**src/rtl/session_pkg.sv**
```systemverilog
// Purpose: shared types and constants for the session scheduler slice.
//   state_t        - scheduler FSM states
//   MSG_W / KEY_W  - datapath message and key widths
//   DEF_*          - default scheduler parameters
package session_pkg;

  typedef enum logic [2:0] {
    S_IDLE,
    S_ARB,
    S_START,
    S_WAIT,
    S_DONE,
    S_ERR
  } state_t;

  localparam int MSG_W        = 64;
  localparam int KEY_W        = 8;
  localparam int DEF_N_DRONES = 4;
  localparam int DEF_TIMEOUT  = 200;

endpackage

```
**src/rtl/session_scheduler_if.sv**
```systemverilog
// Purpose: bundle between the session scheduler and the key-exchange datapath.
//   dp_start     - one-cycle start pulse          (scheduler -> datapath)
//   dp_rst       - one-cycle abort reset pulse    (scheduler -> datapath)
//   dp_msg       - message of the granted drone   (scheduler -> datapath)
//   dp_done      - completion strobe              (datapath -> scheduler)
//   dp_key       - shared key                     (datapath -> scheduler)
//   dp_decrypted - decrypted message              (datapath -> scheduler)
interface session_scheduler_if;
  import session_pkg::*;

  logic             dp_start;
  logic             dp_rst;
  logic [MSG_W-1:0] dp_msg;
  logic             dp_done;
  logic [KEY_W-1:0] dp_key;
  logic [MSG_W-1:0] dp_decrypted;

  modport master (
    output dp_start, dp_rst, dp_msg,
    input  dp_done, dp_key, dp_decrypted
  );

  modport slave (
    input  dp_start, dp_rst, dp_msg,
    output dp_done, dp_key, dp_decrypted
  );

endinterface

```
**src/rtl/session_scheduler_rr_arbiter.sv**
```systemverilog
// Purpose: combinational round-robin arbiter; picks the first set request at
// or after the pointer, wrapping modulo N.
//   req     - request vector
//   pointer - highest-priority index this round (must be < N)
//   grant   - one-hot winner
//   id      - binary index of the winner
//   any     - at least one request is set
module rr_arbiter #(
  parameter int N    = 4,
  parameter int ID_W = 2
) (
  input  logic [N-1:0]    req,
  input  logic [ID_W-1:0] pointer,
  output logic [N-1:0]    grant,
  output logic [ID_W-1:0] id,
  output logic            any
);

  // Scan N positions starting at the pointer; the first hit wins. The index
  // never exceeds 2N-2, so a single conditional subtract performs the wrap.
  always_comb begin
    int idx;
    grant = '0;
    id    = '0;
    any   = 1'b0;
    idx   = 0;
    for (int i = 0; i < N; i++) begin
      idx = int'(pointer) + i;
      if (idx >= N) idx = idx - N;
      if (!any && req[idx]) begin
        any        = 1'b1;
        grant[idx] = 1'b1;
        id         = ID_W'(idx);
      end
    end
  end

endmodule

```
**src/rtl/session_scheduler.sv**
```systemverilog
// Purpose: shares one key-exchange datapath between N_DRONES requesters.
// Arbitrates round-robin, launches one session at a time with a timeout and
// returns the result tagged with the drone ID.
//   clk, rst, ena         - clock, synchronous active-high reset, clock enable
//   req                   - per-drone level request
//   msg_flat              - drone i message at bits [64i+63:64i]
//   grant                 - one-hot grant for the session in progress
//   dp                    - datapath bundle (master side)
//   res_valid/id/msg/key  - result strobe and payload
//   res_err               - result is a timeout abort
//   busy                  - scheduler not idle
module session_scheduler
  import session_pkg::*;
#(
  parameter int N_DRONES = DEF_N_DRONES,
  parameter int ID_W     = 2,
  parameter int TIMEOUT  = DEF_TIMEOUT,
  parameter int TO_W     = 8
) (
  input  logic                      clk,
  input  logic                      rst,
  input  logic                      ena,
  input  logic [N_DRONES-1:0]       req,
  input  logic [MSG_W*N_DRONES-1:0] msg_flat,
  output logic [N_DRONES-1:0]       grant,
  session_scheduler_if.master       dp,
  output logic                      res_valid,
  output logic [ID_W-1:0]           res_id,
  output logic [MSG_W-1:0]          res_msg,
  output logic [KEY_W-1:0]          res_key,
  output logic                      res_err,
  output logic                      busy
);

  state_t          state;
  logic [ID_W-1:0] rr_ptr;
  logic [ID_W-1:0] cur_id;
  logic [TO_W-1:0] timer;

  logic [N_DRONES-1:0] arb_grant;
  logic [ID_W-1:0]     arb_id;
  logic                arb_any;

  rr_arbiter #(
    .N    (N_DRONES),
    .ID_W (ID_W)
  ) u_arb (
    .req     (req),
    .pointer (rr_ptr),
    .grant   (arb_grant),
    .id      (arb_id),
    .any     (arb_any)
  );

  // Session FSM with all outputs registered. Pulse outputs default low each
  // enabled cycle; with ena low everything, pulses included, simply holds.
  // dp_start is raised on the START exit edge so it appears one cycle after
  // grant, in the first WAIT cycle where the timer reads 0.
  always_ff @(posedge clk) begin
    if (rst) begin
      state       <= S_IDLE;
      rr_ptr      <= '0;
      cur_id      <= '0;
      timer       <= '0;
      grant       <= '0;
      dp.dp_start <= 1'b0;
      dp.dp_rst   <= 1'b0;
      dp.dp_msg   <= '0;
      res_valid   <= 1'b0;
      res_id      <= '0;
      res_msg     <= '0;
      res_key     <= '0;
      res_err     <= 1'b0;
      busy        <= 1'b0;
    end else if (ena) begin
      dp.dp_start <= 1'b0;
      dp.dp_rst   <= 1'b0;
      res_valid   <= 1'b0;
      case (state)
        S_IDLE: begin
          if (|req) begin
            state <= S_ARB;
            busy  <= 1'b1;
          end
        end
        S_ARB: begin
          // Requests may vanish between IDLE and ARB; back off without a grant.
          if (arb_any) begin
            grant     <= arb_grant;
            cur_id    <= arb_id;
            dp.dp_msg <= msg_flat[arb_id*MSG_W +: MSG_W];
            state     <= S_START;
          end else begin
            state <= S_IDLE;
            busy  <= 1'b0;
          end
        end
        S_START: begin
          dp.dp_start <= 1'b1;
          timer       <= '0;
          state       <= S_WAIT;
        end
        S_WAIT: begin
          timer <= timer + 1'b1;
          // Completion is checked first so it beats a coinciding timeout.
          if (dp.dp_done) begin
            res_valid <= 1'b1;
            res_err   <= 1'b0;
            res_id    <= cur_id;
            res_msg   <= dp.dp_decrypted;
            res_key   <= dp.dp_key;
            state     <= S_DONE;
          end else if (timer == TO_W'(TIMEOUT - 1)) begin
            res_valid <= 1'b1;
            res_err   <= 1'b1;
            res_id    <= cur_id;
            res_msg   <= '0;
            res_key   <= '0;
            dp.dp_rst <= 1'b1;
            state     <= S_ERR;
          end
        end
        S_DONE, S_ERR: begin
          // Winner drops to lowest priority for the next round.
          rr_ptr <= (cur_id == ID_W'(N_DRONES - 1)) ? '0 : cur_id + 1'b1;
          grant  <= '0;
          busy   <= 1'b0;
          state  <= S_IDLE;
        end
        default: begin
          state <= S_IDLE;
          busy  <= 1'b0;
        end
      endcase
    end
  end

endmodule

```
**src/flat_wrapper.sv**
```systemverilog
// flat-port wrapper written by rule: the top's interface ports become plain ports
module session_scheduler_flat import session_pkg::*;
#(
  parameter int N_DRONES = DEF_N_DRONES,
  parameter int ID_W     = 2,
  parameter int TIMEOUT  = DEF_TIMEOUT,
  parameter int TO_W     = 8
)
  (clk, rst, ena, req, msg_flat, grant, res_valid, res_id, res_msg, res_key, res_err, busy, dp_dp_start, dp_dp_rst, dp_dp_msg, dp_dp_done, dp_dp_key, dp_dp_decrypted);
  session_scheduler_if dp_i ();
  input  logic clk;
  input  logic rst;
  input  logic ena;
  input  logic [N_DRONES-1:0] req;
  input  logic [MSG_W*N_DRONES-1:0] msg_flat;
  output logic [N_DRONES-1:0] grant;
  output logic res_valid;
  output logic [ID_W-1:0] res_id;
  output logic [MSG_W-1:0] res_msg;
  output logic [KEY_W-1:0] res_key;
  output logic res_err;
  output logic busy;
  output wire logic [$bits(dp_i.dp_start)-1:0] dp_dp_start;
  output wire logic [$bits(dp_i.dp_rst)-1:0] dp_dp_rst;
  output wire logic [$bits(dp_i.dp_msg)-1:0] dp_dp_msg;
  input wire logic [$bits(dp_i.dp_done)-1:0] dp_dp_done;
  input wire logic [$bits(dp_i.dp_key)-1:0] dp_dp_key;
  input wire logic [$bits(dp_i.dp_decrypted)-1:0] dp_dp_decrypted;
  assign dp_dp_start = dp_i.dp_start;
  assign dp_dp_rst = dp_i.dp_rst;
  assign dp_dp_msg = dp_i.dp_msg;
  assign dp_i.dp_done = dp_dp_done;
  assign dp_i.dp_key = dp_dp_key;
  assign dp_i.dp_decrypted = dp_dp_decrypted;
  session_scheduler #(.N_DRONES(N_DRONES), .ID_W(ID_W), .TIMEOUT(TIMEOUT), .TO_W(TO_W)) u_core (.clk(clk), .rst(rst), .ena(ena), .req(req), .msg_flat(msg_flat), .grant(grant), .dp(dp_i), .res_valid(res_valid), .res_id(res_id), .res_msg(res_msg), .res_key(res_key), .res_err(res_err), .busy(busy));
endmodule
```
**config.mk**
```make
export PLATFORM = sky130hd
export DESIGN_NAME = session_scheduler_flat
export DESIGN_NICKNAME = d
export VERILOG_FILES = /design/src/rtl/session_pkg.sv /design/src/rtl/session_scheduler_if.sv /design/src/rtl/session_scheduler_rr_arbiter.sv /design/src/rtl/session_scheduler.sv /design/src/flat_wrapper.sv
export SDC_FILE = /design/constraint.sdc
export NUM_CORES = 1
export LEC_CHECK = 0
export CAP_MARGIN = 20
export CORE_AREA = 2 2 189 191
export DETAILED_ROUTE_END_ITERATION = 7
export DIE_AREA = 0 0 191 193
export GPL_ROUTABILITY_DRIVEN = 0
export SYNTH_ARGS = -nofsm -noshare
export SYNTH_HDL_FRONTEND = slang
export SYNTH_HIERARCHICAL = 1
export SYNTH_SLANG_ARGS = --single-unit
```
**constraint.sdc**
```tcl
create_clock -name clk -period 8.85 [get_ports clk]
set_input_delay 1.77 -clock clk [delete_from_list [all_inputs] [get_ports clk]]
set_output_delay 1.77 -clock clk [all_outputs]
set_load 0.05 [all_outputs]
```
Word-level counts from Yosys, hierarchy flattened --
Index checks and enable logic that the tools add are counted.
Operators by class: add/sub/neg operators 9, order comparisons 12, eq/ne operators 11, shift-type cells 1, mux-type cells 62, bitwise logic cells 4, reductions and logical operators 24
Operators with widths (number):
- 256-bit by 9-bit indexed part select with 64-bit output | 1
- 32-bit by 1-bit greater-or-equal comparator with 1-bit output (second input constant) | 4
- 32-bit by 4-bit < comparator with 1-bit output (second input constant) | 4
- 32-bit two-way mux | 4
- 64-bit two-way mux | 2
- 1-bit two-way mux | 26
- 4-bit two-way mux | 5
- 2-bit two-way mux | 8
- 8-bit two-way mux | 2
- 8-bit case mux with 2 select lines | 1
- 4-bit bitwise OR | 3
- 3-bit case mux with 4 select lines | 1
- 3-bit AND reduction | 4
- 3-bit by 3-bit subtractor with 4-bit output (second input constant) | 3
- 3-bit greater-or-equal comparator (second input constant) | 3
- 3-bit two-way mux | 3
- 8-bit by 1-bit adder with 8-bit output (second input constant) | 1
- 1-bit binary-select mux with 2-bit select | 4
- 1-bit demux with 2-bit select | 4
- 8-bit == test (second input constant) | 1
- 4-bit case mux with 2 select lines | 1
- 1-bit logical AND | 7
- 2-bit by 2-bit adder with 3-bit output (second input constant) | 2
- 3-bit by 2-bit == test with 1-bit output (second input constant) | 2
- other kinds (19) | 27
Storage, ports and cells: flip-flop bits (word level) 162, bits of input ports 336, output and inout port bits 147, logic and storage cells 137

Longest topological paths before layout --
depth after elaboration 17, mapped depth 13, gate-level depth less buffers 9

Modules after synthesis --
Netlist, hierarchy kept.
Modules (own cells, without submodules):
- session_scheduler | times used 1, cells each 658, area each 7175.6 µm², seq. area each 3243.1 µm²
- rr_arbiter | times used 1, cells each 48, area each 460.4 µm², seq. area each 0.0 µm²

Worst setup path after synthesis --
No wires, ideal clock.
path type input port to flip-flop, start point input req[2], end point register u_core.dp.dp_msg[12], library setup time 132 ps, arrival time 3958 ps, required time 8718 ps, setup slack 4759 ps, stages on the path 8, path buffers 3, cell sequence mux4_1 -> clkbuf_1 -> o31ai_1 -> buf_2 -> buf_4 -> mux4_2 -> nand2_1 -> a21oi_1
On the way: cells in the longest elaborated chain, start to end 14, elaborated cells between the ends (all ways) 28, classes of those cells shift (1); mux (20); reduce/logical (7)
RTL lines:
- from (decl) | RTL line flat_wrapper.sv:14 | input logic [N_DRONES-1:0] req;
- 1-bit binary-select mux with 2-bit select | RTL line session_scheduler_rr_arbiter.sv:30 | if (!any && req[idx]) begin
- 1-bit two-way mux (not written as such) (2 in a row) | RTL line session_scheduler_rr_arbiter.sv:30
- 1-bit two-way mux | RTL line session_scheduler_rr_arbiter.sv:30
- 1-bit logical NOT | RTL line session_scheduler_rr_arbiter.sv:30
- 1-bit logical AND | RTL line session_scheduler_rr_arbiter.sv:30
- 1-bit two-way mux | RTL line session_scheduler_rr_arbiter.sv:30
- 1-bit logical NOT | RTL line session_scheduler_rr_arbiter.sv:30
- 1-bit logical AND | RTL line session_scheduler_rr_arbiter.sv:30
- 1-bit two-way mux | RTL line session_scheduler_rr_arbiter.sv:30
- 1-bit logical NOT | RTL line session_scheduler_rr_arbiter.sv:30
- 1-bit logical AND | RTL line session_scheduler_rr_arbiter.sv:30
- 2-bit two-way mux * | RTL line session_scheduler_rr_arbiter.sv:30
- net u_core.arb_id[0] | RTL line session_scheduler.sv:41 | logic [ID_W-1:0] arb_id;
- 256-bit by 9-bit indexed part select with 64-bit output * | RTL line session_scheduler.sv:91 | dp.dp_msg <= msg_flat[arb_id*MSG_W +: MSG_W];
- to (signal assigned) | RTL line session_scheduler.sv:91
- to (decl) | RTL line session_scheduler_if.sv:19 | output dp_start, dp_rst, dp_msg,
Mark *: on every way through the listed nets, which the timed path passes. The rest lies on a longest branch. The select of a mux whose other input is x is not followed. A chain may end at the register's enable or synchronous reset.

Worst setup path in the final report --
start point input req[2], end point register u_core.dp.dp_msg[26]
Same word-level chain as after synthesis.

==> metrics.txt <==
# TYPE chip_impl_metric gauge
chip_impl_metric{name="fillerInstances",unit=""} 3494
chip_impl_metric{name="first_iter_violations",unit=""} 321
chip_impl_metric{name="synth-xor-area-share",unit=""} 0.005735
chip_impl_metric{name="synth.net_count",unit=""} 1052
chip_impl_metric{name="flow.area_growth_from_synthesis",unit="%"} 74.65
chip_impl_info{name="layout_commonest_cell",value="sky130_fd_sc_hd__clkdlybuf4s50_1"} 1
chip_impl_metric{name="routed_wirelength",unit="mm"} 32.16
chip_impl_metric{name="rows",unit=""} 69
chip_impl_info{name="path_delay_family",value="multiplexers"} 1
chip_impl_metric{name="worst_ep_required_time",unit="ps"} 9130
chip_impl_metric{name="grt_max_degree",unit=""} 77
chip_impl_metric{name="placement.io_buffers",unit=""} 482
chip_impl_info{name="critical_path.startpoint",value="req[2]"} 1
chip_impl_info{name="critical-path-slowest-cell",value="sky130_fd_sc_hd__mux4_1"} 1
chip_impl_metric{name="floorplan.die.width",unit="µm"} 191
chip_impl_info{name="synth.largest_area_cell",value="sky130_fd_sc_hd__dfxtp_1"} 1
chip_impl_metric{name="power.density_cell_area",unit="nW/µm²"} 145.3
chip_impl_metric{name="route.detailed.vias_per_inst",unit=""} 4.625
chip_impl_metric{name="maxClockFrequency",unit="MHz"} 208.9
chip_impl_metric{name="max_cap_violations",unit=""} 0
chip_impl_metric{name="netlist_area",unit="µm²"} 7636
chip_impl_metric{name="worst_hold_path.num_cells",unit=""} 2
chip_impl_info{name="grt_setup_unrepaired",value="no"} 1
chip_impl_metric{name="cts_max_level",unit=""} 4
chip_impl_metric{name="report.power.total",unit="mW"} 1.938
chip_impl_metric{name="finalSetupViolCount",unit=""} 0
chip_impl_info{name="cts_tree",value="yes"} 1
chip_impl_metric{name="min_period_over_period",unit=""} 0.5409
chip_impl_metric{name="timing.critical_path.buf_inv",unit=""} 2
chip_impl_metric{name="number_of_antenna_violations_at_the_first_check_in_global_routing",unit=""} 2
chip_impl_metric{name="max-vdd-ir-drop",unit="V"} 0.0001088
chip_impl_metric{name="clkLatencyLatePin",unit="ps"} 440
chip_impl_metric{name="grt_pass1_vias",unit=""} 7297
chip_impl_info{name="path_class",value="in -> reg"} 1
chip_impl_metric{name="cts_hold_buffers",unit=""} 0
chip_impl_metric{name="vias",unit=""} 7521
chip_impl_metric{name="worst_slew_margin_rel",unit=""} 0.3634
chip_impl_info{name="min_to",value="u_core/dp.dp_msg[31]$_SDFFE_PP0P_"} 1
chip_impl_metric{name="synthSimpleGateAreaFrac",unit=""} 0.1178
chip_impl_metric{name="length_in_cells_of_the_worst_reg_to_reg_path",unit=""} 9
chip_impl_metric{name="cts_repair_resize_count",unit=""} 0
chip_impl_metric{name="p_sw",unit="mW"} 0.5339
chip_impl_metric{name="totalNegativeSetupSlack",unit="ps"} 0
chip_impl_metric{name="design.die.area",unit="µm²"} 36860
chip_impl_metric{name="start_util",unit=""} 0.2184
chip_impl_metric{name="antenna_cells_inserted",unit=""} 0
chip_impl_metric{name="hold_viol",unit=""} 0
chip_impl_metric{name="post-synth-top-area-fraction",unit=""} 0.4247
chip_impl_metric{name="synth-edff-count",unit=""} 0
chip_impl_metric{name="synth-seq-cells",unit=""} 162
chip_impl_metric{name="clk_path_buf_depth",unit=""} 2
chip_impl_metric{name="post_synth_fa_ha_maj_area_fraction",unit=""} 0.01639
chip_impl_metric{name="ys.warnings.count",unit=""} 6
chip_impl_metric{name="power.share.switching",unit=""} 0.2755
chip_impl_info{name="status",value="completed"} 1
chip_impl_metric{name="dpl.hpwl",unit="mm"} 24.71
chip_impl_metric{name="p_int",unit="mW"} 1.404
chip_impl_metric{name="mean_instance_size_in_the_synthesized_netlist",unit="µm²"} 10.82
chip_impl_info{name="critical_hold_path_startpoint",value="u_core/dp.dp_msg[31]$_SDFFE_PP0P_"} 1
chip_impl_metric{name="cts_buffers",unit=""} 17
chip_impl_metric{name="final-max-slew-violation-count",unit=""} 0
chip_impl_metric{name="finClkSkew",unit="ps"} 11.30
chip_impl_metric{name="synth_compound_gate_area_share",unit=""} 0.1712
chip_impl_info{name="worst_setup_path_end_kind",value="register"} 1
chip_impl_metric{name="layout-drive-gt1-share",unit=""} 0.1039
chip_impl_info{name="cp_cell_sequence",value="clkdlybuf4s50_1 > mux4_1 > nor3_1 > a32o_4 > buf_4 > mux4_2 > nand2_1 > a21oi_1"} 1
chip_impl_metric{name="clkPwrFrac",unit=""} 0.397
chip_impl_metric{name="slew_at_the_pin_closest_to_its_max_slew_limit",unit="ps"} 954.9
chip_impl_info{name="synth_top_family_by_area",value="multiplexers"} 1
chip_impl_info{name="most-common-layout-cells",value="sky130_fd_sc_hd__clkdlybuf4s50_1, sky130_fd_sc_hd__dfxtp_1, sky130_fd_sc_hd__nand2_1"} 1
chip_impl_metric{name="die-height",unit="µm"} 193
chip_impl_metric{name="design.portCount",unit=""} 483
chip_impl_metric{name="arrival",unit="ps"} 5070
chip_impl_metric{name="numPlacedInstances",unit=""} 1594
chip_impl_info{name="yosys_most_used_dff",value="sky130_fd_sc_hd__dfxtp_1"} 1
chip_impl_info{name="cts.root.buffer_cell",value="sky130_fd_sc_hd__clkbuf_16"} 1
chip_impl_info{name="crit-reg2reg-launch",value="u_core/rr_ptr[0]$_SDFFE_PP0P_"} 1
chip_impl_metric{name="drc_markers",unit=""} 0
chip_impl_metric{name="nNetsFinal",unit=""} 1498
chip_impl_info{name="synthTopCellsByArea",value="sky130_fd_sc_hd__dfxtp_1, sky130_fd_sc_hd__mux4_2, sky130_fd_sc_hd__a22o_1, sky130_fd_sc_hd__nand2_1, sky130_fd_sc_hd__a21oi_1"} 1
chip_impl_metric{name="critical_path.max_fanout",unit=""} 61
chip_impl_metric{name="clk_pin_slew_worst_paths",unit="ps"} 70
chip_impl_metric{name="fin_util",unit=""} 0.3814
chip_impl_metric{name="yosys.cell_types.count",unit=""} 55
chip_impl_metric{name="synth-async-reset-ratio",unit=""} 0
chip_impl_metric{name="core-area",unit="µm²"} 34960
chip_impl_metric{name="synthesized_instance_count",unit=""} 706
chip_impl_metric{name="drt-wirelength-per-cell",unit="µm"} 19.78
chip_impl_metric{name="p_leak",unit="nW"} 4.606
chip_impl_metric{name="clock_sinks",unit=""} 162
chip_impl_metric{name="cts.repair_timing.setup_buffer_count",unit=""} 0
chip_impl_info{name="critPathLaunchType",value="input port"} 1
chip_impl_metric{name="slowest_delay",unit="ps"} 790
chip_impl_metric{name="grt_pass1_wl",unit="mm"} 44.86
chip_impl_metric{name="min_period",unit="ps"} 4787
chip_impl_metric{name="reg2reg_setup_slack",unit="ps"} 4750
chip_impl_metric{name="comb_power_share",unit=""} 0.211
chip_impl_metric{name="layoutNonFillerInstCount",unit=""} 1626
chip_impl_info{name="regToRegEndpoint",value="u_core/dp.dp_msg[26]$_SDFFE_PP0P_"} 1
chip_impl_metric{name="drt_pass1_iterations",unit=""} 4
chip_impl_metric{name="route.antenna.remaining_nets",unit=""} 0
chip_impl_metric{name="track_usage",unit=""} 0.1643
chip_impl_metric{name="gr-total-overflow",unit=""} 0
chip_impl_info{name="timing.hold.worst.class",value="reg -> reg"} 1
chip_impl_metric{name="power.share.sequential",unit=""} 0.392
chip_impl_metric{name="post_synth_mux_area_share",unit=""} 0.2076
chip_impl_metric{name="ys_seq_area_frac",unit=""} 0.4247
registers in the layout, summed over array words and instances, names as in the netlist:
signal / flops
u_core/busy: 1
u_core/cur_id: 2
u_core/dp.dp_msg: 64
u_core/dp.dp_rst: 1
u_core/dp.dp_start: 1
u_core/grant: 4
u_core/res_err: 1
u_core/res_id: 2
u_core/res_key: 8
u_core/res_msg: 64
u_core/res_valid: 1
u_core/rr_ptr: 2
u_core/state: 3
u_core/timer: 8
final cells by class:
| cell class | instances | area (µm²) | share of cell area |
|---|---|---|---|
| timing repair buffer | 489 | 4887 | 0.3665 |
| multi-input combinational | 473 | 4000 | 0.2999 |
| sequential | 162 | 3243 | 0.2432 |
| tap | 461 | 576.8 | 0.04325 |
| clock buffer | 17 | 425.4 | 0.03190 |
| clock inverter | 15 | 170.2 | 0.01276 |
| inverter | 9 | 33.78 | 0.002533 |
layer usage:
layer	part of all wire	track usage
met5	0	0
met4	0.016	0.05158
met3	0.098	0.05050
met2	0.48	0.2777
met1	0.40	0.2001
worst reg2reg max path: stages (launching register included):
cell	delay (ps)
sky130_fd_sc_hd__dfxtp_1	780
sky130_fd_sc_hd__inv_1	240
sky130_fd_sc_hd__ha_1	440
sky130_fd_sc_hd__mux4_2	460
sky130_fd_sc_hd__o311ai_0	470
sky130_fd_sc_hd__a32o_4	260
sky130_fd_sc_hd__buf_4	640
sky130_fd_sc_hd__mux4_2	520
sky130_fd_sc_hd__nand2_1	80
sky130_fd_sc_hd__a21oi_1	70
how the worst max path moves through the flow:
stage                                                   end  slack (ps)  cells after the start
after floorplan           u_core/dp.dp_msg[12]$_SDFFE_PP0P_        4760                      8
after global placement    u_core/dp.dp_msg[15]$_SDFFE_PP0P_        3760                      8
after detailed placement  u_core/dp.dp_msg[14]$_SDFFE_PP0P_        3650                      8
after CTS                 u_core/dp.dp_msg[26]$_SDFFE_PP0P_        4140                      8
after global routing       u_core/dp.dp_msg[0]$_SDFFE_PP0P_        3950                      8
final                     u_core/dp.dp_msg[26]$_SDFFE_PP0P_        4060                      8
logic make-up after synthesis:
logic type	count (synthesis)
xor gates and xnor gates	5
buffers and inverters	71
DFF	162
adders and majority gates	10
muxes	72
and+or+nand+nor	201
AOI/OAI and AO/OA	185
through the flow:
stage                     setup slack (ps)  cell area, µm²  hold slack [ps]
final                                 4063           13340            455.4
after global routing                  3949           13340            474.4
after CTS                             4144           13340            455.2
after detailed placement              3651           12740            445.7
after global placement                3757           12740            441.5
after floorplan                       4759            7636            453.0
power groups by stage:
stage | sequential, mW | clock [mW] | combinational, mW
after floorplan | 0.831 | 0 | 0.142
after global placement | 0.776 | 0 | 0.407
after detailed placement | 0.776 | 0 | 0.410
after CTS | 0.760 | 0.795 | 0.412
after global routing | 0.762 | 0.823 | 0.431
final | 0.760 | 0.769 | 0.409
synth_stat cells, types with 3 or more instances:
master and count:
sky130_fd_sc_hd__a22oi_1 9, sky130_fd_sc_hd__clkbuf_1 16, sky130_fd_sc_hd__ha_1 10, sky130_fd_sc_hd__xnor2_1 4
sky130_fd_sc_hd__nand3_1 6, sky130_fd_sc_hd__mux4_1 3, sky130_fd_sc_hd__nand2b_1 3, sky130_fd_sc_hd__buf_4 6
sky130_fd_sc_hd__buf_6 12, sky130_fd_sc_hd__dfxtp_1 162, sky130_fd_sc_hd__nand4b_1 4, sky130_fd_sc_hd__buf_2 26
sky130_fd_sc_hd__nand2_1 148, sky130_fd_sc_hd__mux4_2 65, sky130_fd_sc_hd__a22o_1 72, sky130_fd_sc_hd__o21ai_0 8
sky130_fd_sc_hd__a21oi_1 80, sky130_fd_sc_hd__nor2_1 16, sky130_fd_sc_hd__nor3_1 4, sky130_fd_sc_hd__inv_1 9
(Power assumes the default switching activity.)
